[config.mk]
export PLATFORM = sky130hd
export DESIGN_NAME = pipeline_ctrl
export DESIGN_NICKNAME = d
export VERILOG_FILES = /design/src/rtl/cpu_types_pkg.sv /design/src/rtl/sat_counter.sv /design/src/rtl/pipeline_ctrl.sv
export SDC_FILE = /design/constraint.sdc
export NUM_CORES = 1
export LEC_CHECK = 0
export CAP_MARGIN = 15
export CORE_MARGIN = 3
export CORE_UTILIZATION = 35
export CTS_CLUSTER_SIZE = 8
export DETAILED_ROUTE_END_ITERATION = 8
export GPL_TIMING_DRIVEN = 0
export PLACE_DENSITY = 0.84
export SYNTH_ARGS = -nofsm -noshare
export SYNTH_HDL_FRONTEND = slang
export SYNTH_SLANG_ARGS = --single-unit
[constraint.sdc]
create_clock -name CLK -period 2.2 [get_ports CLK]
set_clock_uncertainty 0.1 [all_clocks]
set_input_delay 0.44 -clock CLK [delete_from_list [all_inputs] [get_ports CLK]]
set_output_delay 0.44 -clock CLK [all_outputs]
set_load 0.03 [all_outputs]
[src/rtl/cpu_types_pkg.sv]
// Shared CPU types: register index, pipeline-control FSM states and the
// bundled stage-enable/flush control word.
package cpu_types_pkg;

  typedef logic [4:0] regbits_t;

  typedef enum logic [1:0] {
    RUN    = 2'd0,
    DWAIT  = 2'd1,
    DRAIN  = 2'd2,
    HALTED = 2'd3
  } pctrl_state_t;

  typedef struct packed {
    logic pc_en;
    logic ifid_en;
    logic idex_en;
    logic exmem_en;
    logic memwb_en;
    logic ifid_flush;
    logic idex_flush;
    logic exmem_flush;
    logic memwb_flush;
  } ctrl_t;

  // Fields in declaration order: pc, ifid, idex, exmem, memwb enables, then
  // ifid, idex, exmem, memwb flushes.
  localparam ctrl_t CTRL_NORMAL   = '{1'b1, 1'b1, 1'b1, 1'b1, 1'b1, 1'b0, 1'b0, 1'b0, 1'b0};
  localparam ctrl_t CTRL_DSTALL   = '{1'b0, 1'b0, 1'b0, 1'b0, 1'b1, 1'b0, 1'b0, 1'b0, 1'b1};
  localparam ctrl_t CTRL_HALT_ENT = '{1'b0, 1'b1, 1'b1, 1'b1, 1'b1, 1'b1, 1'b1, 1'b1, 1'b0};
  localparam ctrl_t CTRL_REDIRECT = '{1'b1, 1'b1, 1'b1, 1'b1, 1'b1, 1'b1, 1'b1, 1'b0, 1'b0};
  localparam ctrl_t CTRL_LOADUSE  = '{1'b0, 1'b0, 1'b1, 1'b1, 1'b1, 1'b0, 1'b1, 1'b0, 1'b0};
  localparam ctrl_t CTRL_FMISS    = '{1'b0, 1'b1, 1'b1, 1'b1, 1'b1, 1'b1, 1'b0, 1'b0, 1'b0};
  localparam ctrl_t CTRL_FROZEN   = '{1'b0, 1'b0, 1'b0, 1'b0, 1'b0, 1'b1, 1'b1, 1'b1, 1'b1};

endpackage

[src/rtl/sat_counter.sv]
// Saturating up-counter with synchronous clear; used for hazard statistics.
module sat_counter #(
  parameter int W = 32
) (
  input  logic         CLK,
  input  logic         RST,
  input  logic         inc,
  output logic [W-1:0] count
);

  logic [W-1:0] count_q, count_d;

  always_comb begin
    count_d = count_q;
    if (inc && (count_q != '1)) count_d = count_q + 1'b1;
  end

  always_ff @(posedge CLK) begin
    if (RST) count_q <= '0;
    else     count_q <= count_d;
  end

  assign count = count_q;

endmodule

[src/rtl/pipeline_ctrl.sv]
// Five-stage pipeline hazard/halt controller: stage enables and bubble flushes.
// Optional HAZARD_STATS_EN adds saturating stall_cnt / flush_cnt outputs.
module pipeline_ctrl
  import cpu_types_pkg::*;
#(
  parameter int DRAIN_CYCLES = 2
) (
  input  logic         CLK,
  input  logic         RST,
  input  logic         ihit,
  input  logic         dhit,
  input  regbits_t     id_rs,
  input  regbits_t     id_rt,
  input  logic         ex_dREN,
  input  regbits_t     ex_wsel,
  input  logic         ex_redirect,
  input  logic         mem_dREN,
  input  logic         mem_dWEN,
  input  logic         mem_halt,
  output logic         pc_en,
  output logic         ifid_en,
  output logic         idex_en,
  output logic         exmem_en,
  output logic         memwb_en,
  output logic         ifid_flush,
  output logic         idex_flush,
  output logic         exmem_flush,
  output logic         memwb_flush,
  output logic         halt,
`ifdef HAZARD_STATS_EN
  output logic [31:0]  stall_cnt,
  output logic [31:0]  flush_cnt,
`endif
  output pctrl_state_t state_dbg
);

  pctrl_state_t state_q, state_d;
  logic [3:0]   cnt_q, cnt_d;
  logic         halt_q, halt_d;
  ctrl_t        ctrl;
  logic         data_stall, load_use, redirect_win;

  assign data_stall = (mem_dREN | mem_dWEN) & ~dhit;
  assign load_use   = ex_dREN && (ex_wsel != '0) &&
                      ((ex_wsel == id_rs) || (ex_wsel == id_rt));

  always_comb begin
    ctrl         = CTRL_NORMAL;
    state_d      = state_q;
    cnt_d        = cnt_q;
    halt_d       = halt_q;
    redirect_win = 1'b0;
    if (RST) begin
      ctrl = CTRL_FROZEN;
    end else begin
      unique case (state_q)
        RUN, DWAIT: begin
          // DWAIT only releases on dhit, then decodes exactly like RUN.
          if (data_stall || ((state_q == DWAIT) && !dhit)) begin
            ctrl    = CTRL_DSTALL;
            state_d = DWAIT;
          end else begin
            state_d = RUN;
            if (mem_halt) begin
              ctrl    = CTRL_HALT_ENT;
              cnt_d   = 4'(DRAIN_CYCLES - 1);
              state_d = DRAIN;
            end else if (ex_redirect) begin
              ctrl         = CTRL_REDIRECT;
              redirect_win = 1'b1;
            end else if (load_use) begin
              ctrl = CTRL_LOADUSE;
            end else if (!ihit) begin
              ctrl = CTRL_FMISS;
            end
          end
        end
        DRAIN: begin
          ctrl = CTRL_HALT_ENT;
          if (cnt_q == '0) begin
            state_d = HALTED;
            halt_d  = 1'b1;
          end else begin
            cnt_d = cnt_q - 1'b1;
          end
        end
        HALTED: begin
          ctrl   = CTRL_FROZEN;
          halt_d = 1'b1;
        end
        default: ctrl = CTRL_FROZEN;
      endcase
    end
  end

  always_ff @(posedge CLK) begin
    if (RST) begin
      state_q <= RUN;
      cnt_q   <= '0;
      halt_q  <= 1'b0;
    end else begin
      state_q <= state_d;
      cnt_q   <= cnt_d;
      halt_q  <= halt_d;
    end
  end

  assign pc_en       = ctrl.pc_en;
  assign ifid_en     = ctrl.ifid_en;
  assign idex_en     = ctrl.idex_en;
  assign exmem_en    = ctrl.exmem_en;
  assign memwb_en    = ctrl.memwb_en;
  assign ifid_flush  = ctrl.ifid_flush;
  assign idex_flush  = ctrl.idex_flush;
  assign exmem_flush = ctrl.exmem_flush;
  assign memwb_flush = ctrl.memwb_flush;
  assign halt        = halt_q;
  assign state_dbg   = state_q;

`ifdef HAZARD_STATS_EN
  sat_counter #(.W(32)) u_stall_cnt (
    .CLK   (CLK),
    .RST   (RST),
    .inc   (!ctrl.pc_en && (state_q != HALTED)),
    .count (stall_cnt)
  );

  sat_counter #(.W(32)) u_flush_cnt (
    .CLK   (CLK),
    .RST   (RST),
    .inc   (redirect_win),
    .count (flush_cnt)
  );
`else
  logic unused_redirect;
  assign unused_redirect = redirect_win;
`endif

endmodule

==> results of run 1 <==
## cell type report
cell class / instances / area [sq um]
Clock inverter: 1 / 5.00
Sequential cell: 7 / 144
Multi-Input combinational cell: 60 / 489
Timing Repair Buffer: 42 / 395
Inverter: 6 / 22.5
Fill cell: 122 / 423
Clock buffer: 3 / 22.5
Tap cell: 16 / 20.0
Buffer: 3 / 20.0
## repair_timing
| item | 4_1_cts | 5_1_grt |
|---|---|---|
| endpoints found under the hold margin | 0 | 0 |
| buffers inserted | 4 | 3 |
| pin swaps | 5 | 7 |
| setup endpoints to repair | 9 | 9 |
| resized for setup | 74 | 14 |
## cell families after synthesis
logic type               share of synthesized area
adder cells (fa/ha/maj)                     0.0213
XOR/XNOR                                     0.149
AO/OA/AOI/OAI                                0.247
AND/OR/NAND/NOR                              0.279
flip-flops                                   0.238
buffers and inverters                       0.0659
## state kept, by name, indices dropped and copies added (netlist names)
signal and flops:
state_dbg 2, cnt_q 4, halt 1
## power by group through the flow
stage | registers (mW) | clock network (mW) | logic (mW)
floorplan | 0.161 | 0 | 0.115
global placement | 0.152 | 0 | 0.220
detailed placement | 0.153 | 0 | 0.224
CTS | 0.150 | 0.125 | 0.235
global route | 0.153 | 0.137 | 0.265
finish | 0.151 | 0.124 | 0.249
## cells in the mapped netlist, drive strengths merged, types with 2 or more instances
cell	number	area share
xnor2	10	0.15
dfxtp	7	0.24
nor2	7	0.045
inv	6	0.038
a21oi	5	0.043
or3	4	0.043
nand2	3	0.019
nand3	3	0.026
nor3	3	0.026
o21a	3	0.038
o21ai	3	0.045
o311ai	3	0.045
buf	2	0.021
nor3b	2	0.026
o22ai	2	0.021
## how the worst max path moves through the flow
stage,start,to,slack (ns),cells past startpoint
final,ex_wsel[3],pc_en,-0.21,7
after global routing,ex_wsel[3],pc_en,-0.24,7
after CTS,ex_wsel[3],idex_flush,-0.16,6
after detailed placement,ex_wsel[1],pc_en,-1.04,6
after global placement,ex_wsel[1],pc_en,-1.03,6
after floorplan,ex_wsel[1],pc_en,0.03,4
## per-stage QoR
step / hold WS [ns] / setup slack [ns] / power (mW) / TNS [ns] / instance area [sq um]
3_3_place_gp: 0.332 / -1.03 / 0.372 / -6.10 / 993
5_1_grt: 0.401 / -0.243 / 0.555 / -0.883 / 1120
4_1_cts: 0.346 / -0.164 / 0.510 / -0.542 / 1080
2_1_floorplan: 0.372 / 0.0348 / 0.276 / 0 / 623
3_5_place_dp: 0.336 / -1.04 / 0.377 / -6.18 / 993
6_report: 0.357 / -0.211 / 0.524 / -0.745 / 1120
## metal layers
| metal | up-vias | GRT usage | wire length [um] |
|---|---|---|---|
| met5 | - | 0 | 0 |
| met4 | 0 | 0.116 | 19 |
| met3 | 2 | 0.0651 | 166 |
| met2 | 53 | 0.331 | 1080 |
| met1 | 371 | 0.203 | 788 |
| li1 | 368 | - | - |
## cells in the final DEF (no fill, tap or decap), types with 2 or more instances in the layout
cell | netlist | routed
clkbuf_4 | 0 | 4
buf_2 | 1 | 5
inv_1 | 6 | 6
or3_4 | 0 | 2
a21oi_2 | 0 | 2
o311ai_0 | 3 | 3
o21a_1 | 3 | 3
or3_1 | 4 | 2
clkdlybuf4s50_1 | 0 | 16
xnor2_1 | 10 | 10
a21oi_1 | 5 | 2
buf_6 | 0 | 8
nand3_1 | 3 | 3
buf_4 | 1 | 5
nand2_1 | 3 | 2
nor3_2 | 0 | 2
dfxtp_1 | 7 | 6
nor2_1 | 7 | 6
dlygate4sd2_1 | 0 | 6
nor3b_1 | 2 | 2
## worst max-delay path, stage by stage
cell and delay, ns:
buf_8 0.09, or4_4 0.54, o21ai_4 0.23, buf_4 0.17, nor2_4 0.03, a211oi_4 0.20, buf_6 0.16
==> results.py, run 1 <==
metrics = {
    "power_and_ir_drop": {
        "p_int_mw": 0.327,
        "switching_share": 0.377,
        "power_frac_seq": 0.289,
        "leakagePower_nw": 0.433,
        "p_sw_mw": 0.198,
        "pwr-share-clk": 0.237,
        "combinationalPowerShare": 0.475,
        "ir_worst_vdd_v": 0.000255,
        "power_density_mw_per_mm2": 469,
    },
    "clock_network": {
        "cts_max_level": 1,
        "cts_tree": "done",
        "clock_sinks": 7,
        "cts_buffers": 3,
        "clk_latency_ns": 0.26,
        "cts_hold_buf": 0,
        "clk_pin_slew_ns": 0.06,
        "clockBufferDepth": 2,
        "root_buffer": "clkbuf_4",
    },
    "logic_synthesis": {
        "async_flop_share": 0,
        "synthFlopType": "dfxtp_1",
        "seq_area_frac_synth": 0.238,
        "syn_avg_cell_area_sq_um": 7.74,
        "netlist_area_sq_um": 588,
        "syn-num-nets": 101,
        "ys_types": 30,
        "syn_inst": 76,
        "synth_warnings": 0,
        "synth_edf_count": 0,
        "synth-seq-cells": 7,
    },
    "floorplan": {
        "io_pins": 36,
        "rows": 14,
        "dieArea_sq_mm": 0.00221,
        "start_util": 0.381,
        "coreArea_sq_mm": 0.00154,
        "die-height_um": 47.0,
        "die_w_um": 47.0,
    },
    "finish": {
        "drive_gt1_frac": 0.336,
        "n_antenna_cell": 0,
        "final_core_util": 0.726,
        "final_cells": 138,
        "nets": 148,
        "syn2layout_area_growth_pct": 90.2,
    },
    "job": {
        "maxCapViolCount": 0,
    },
    "global_routing": {
        "antenna_found_initial": 0,
        "grt_max_degree": 11,
        "grt.total_usage": 0.193,
        "grt_pass1_vias": 738,
        "grt_pass1_wl_um": 2990,
        "grt_overflow_total": 0,
    },
    "worst_hold_path": {
        "holdPathEnd": "halt$_SDFFE_PP0P_",
        "min_path_type": "reg2reg",
        "min_from": "halt$_SDFFE_PP0P_",
        "holdPathStages": 2,
    },
    "timing": {
        "slew_violations": 0,
        "grt_setup_unrepaired": "true",
        "tightest_slew_ns": 0.490,
        "fin_ws_ns": -0.211,
        "fin_crit_ns": 2.41,
        "finalCritPeriodShare": 1.10,
        "slew-limit-headroom": 0.671,
        "finalSetupViolCount": 4,
        "fmaxAchievable_ghz": 0.415,
        "hold_viol": 0,
    },
    "status": {
        "status": "complete, but fails checks",
        "violations": "negative setup slack",
    },
    "critical_path": {
        "reg2reg_slack_ns": 0.24,
        "reg2reg_depth": 6,
        "required_ns": 1.66,
        "critPathLaunchType": "input port",
        "crit_fanout": 4,
        "path_class": "in2out",
        "endpoint_kind": "primary output",
        "crit_arrival_ns": 1.87,
        "r2r-end": "cnt_q[3]$_SDFFE_PP0P_",
        "r2r-start": "cnt_q[0]$_SDFFE_PP0P_",
    },
    "placement": {
        "hpwl_um": 1330,
        "placed_cells": 127,
        "portBuffers": 35,
        "gp_congestion": 0.766,
    },
    "route": {
        "dr.pass1.iters": 4,
        "ant_nets": 0,
        "post_drt_via_cell_ratio": 5.75,
        "num_vias": 794,
        "drcViolationCount": 0,
        "wl_per_cell_um": 14.9,
        "wirelength_um": 2050,
        "drt_iter0_drc": 26,
    },
}
Note: power is estimated with default switching activity, not from simulation.
==> run 2: changes to the inputs <==
Settings changed: SETUP_SLACK_MARGIN set to 0.3.
==> run 2 against run 1 <==
The flow still finishes with violations (negative setup slack). Clock-buffer cell count rose by 1. Register-to-register slack improved by 0.20 ns. Cell area rose by 8.6%. Fmax rose by 2.3%. Critical endpoint is now idex_flush.
==> results.py, run 2 (synthesized netlist as in run 1, its figures left out) <==
metrics = {
    "status": {
        "status": "complete, but fails checks",
        "violations": "negative setup slack",
    },
    "finish": {
        "n_antenna_cell": 0,
        "largest_reg_flops": 4,
        "nets": 154,
        "final_core_util": 0.788,
        "drive_gt1_frac": 0.438,
        "fillers": 104,
        "fin_area_sq_mm": 0.00121,
        "final_cell_mix": "14 x buf_6, 14 x dlygate4sd2_1, 10 x xnor2_1",
        "regMostFlops": "cnt_q",
        "syn2layout_area_growth_pct": 107,
    },
    "route": {
        "dr.pass1.iters": 5,
        "post_drt_via_cell_ratio": 5.65,
        "num_vias": 813,
        "wirelength_um": 2260,
        "drt_iter0_drc": 19,
        "wl_per_cell_um": 15.7,
        "ant_nets": 0,
        "drcViolationCount": 0,
    },
    "floorplan": {
        "rows": 14,
        "die_w_um": 47.0,
        "die-height_um": 47.0,
        "coreArea_sq_mm": 0.00154,
        "start_util": 0.381,
        "io_pins": 36,
        "dieArea_sq_mm": 0.00221,
    },
    "global_routing": {
        "antenna_found_initial": 0,
        "grt.total_usage": 0.242,
        "grt_pass1_vias": 843,
        "grt_max_degree": 11,
        "grt_pass1_wl_um": 3660,
        "grt_overflow_total": 0,
    },
    "critical_path": {
        "crit_fanout": 3,
        "endpoint_kind": "primary output",
        "critPathLaunchType": "input port",
        "required_ns": 1.66,
        "crit_arrival_ns": 1.82,
        "path_class": "in2out",
    },
    "placement": {
        "hpwl_um": 1410,
        "placed_area_sq_mm": 0.00102,
        "dp_slack_ns": -0.999,
        "portBuffers": 35,
        "gp_congestion": 0.731,
    },
    "power_and_ir_drop": {
        "power_density_mw_per_mm2": 456,
        "power_mw": 0.555,
        "leakagePower_nw": 0.493,
        "ir_worst_vdd_v": 0.000417,
    },
    "clock_network": {
        "cts_tree": "done",
        "root_buffer": "clkbuf_4",
        "cts_buffers": 3,
        "clockBufferDepth": 2,
        "cts_hold_buf": 0,
        "clock_sinks": 7,
        "cts_max_level": 1,
        "clk_latency_ns": 0.26,
        "clk_pin_slew_ns": 0.05,
    },
    "worst_hold_path": {
        "min_path_type": "reg2reg",
    },
    "timing": {
        "tightest_slew_ns": 0.354,
        "whs_ns": 0.357,
        "finalCritPeriodShare": 1.07,
        "grt_setup_unrepaired": "true",
        "fmaxAchievable_ghz": 0.424,
        "slew-limit-headroom": 0.762,
        "fin_crit_ns": 2.36,
        "finalSetupViolCount": 4,
        "hold_viol": 0,
        "fin_ws_ns": -0.156,
        "slew_violations": 0,
    },
    "job": {
        "maxCapViolCount": 0,
    },
}
run 2: cell types whose count changed in the layout (fill, tap and decap cells not counted), moves of 2 or more:
cell,previous run,this run
clkdlybuf4s50_1,16,4
dlygate4sd2_1,6,14
buf_6,8,14
buf_4,5,8
nor3_2,2,0
nor3_4,0,2
run 2: per-stage QoR:
step | cells | TNS [ns]
2_1_floorplan | 76 | 0
3_3_place_gp | 127 | -6.17
3_5_place_dp | 127 | -6.29
4_1_cts | 141 | -0.500
5_1_grt | 144 | -0.600
6_report | 144 | -0.481
run 2: layer usage:
metal,track usage,part of all wire,vias to the layer above
met5,0,0,-
met4,0.144,0.030,0
met3,0.0613,0.084,9
met2,0.425,0.51,41
met1,0.258,0.37,381
li1,-,-,382
run 2: worst max-delay path, stage by stage:
cell,delay [ns]
buf_8,0.10
or4_4,0.54
o21ai_4,0.20
nor2b_4,0.05
a221o_2,0.35
buf_6,0.14
run 2: what timing repair did:
| item | 4_1_cts | 5_1_grt |
|---|---|---|
| setup buffers | 10 | 3 |
| pin swaps | 18 | 8 |
| setup endpoints to repair | 12 | 13 |
| gates resized for setup | 120 | 9 |
run 2: where the power goes:
| part | internal (mW) | switching, mW |
|---|---|---|
| clock network | 0.0695 | 0.0514 |
| registers | 0.139 | 0.0110 |
| logic | 0.138 | 0.146 |
| total | 0.347 | 0.208 |
run 2: path summary, 6_finish.rpt:
check,startpoint,end,slack (ns),cells past startpoint
max,ex_wsel[2],idex_flush,-0.16,6
min,halt$_SDFFE_PP0P_,halt$_SDFFE_PP0P_,0.36,2
max reg2reg,cnt_q[0]$_SDFFE_PP0P_,cnt_q[3]$_SDFFE_PP0P_,0.44,6
min reg2reg,halt$_SDFFE_PP0P_,halt$_SDFFE_PP0P_,0.36,2
run 2: layout make-up:
cell class / instances / area (sq um) / share of cell area
Buffer: 3 / 23.8 / 0.0196
Clock buffer: 4 / 26.3 / 0.0216
Inverter: 6 / 26.3 / 0.0216
Multi-Input combinational cell: 60 / 532 / 0.438
Sequential cell: 7 / 145 / 0.119
Tap cell: 16 / 20.0 / 0.0165
Timing Repair Buffer: 48 / 442 / 0.364
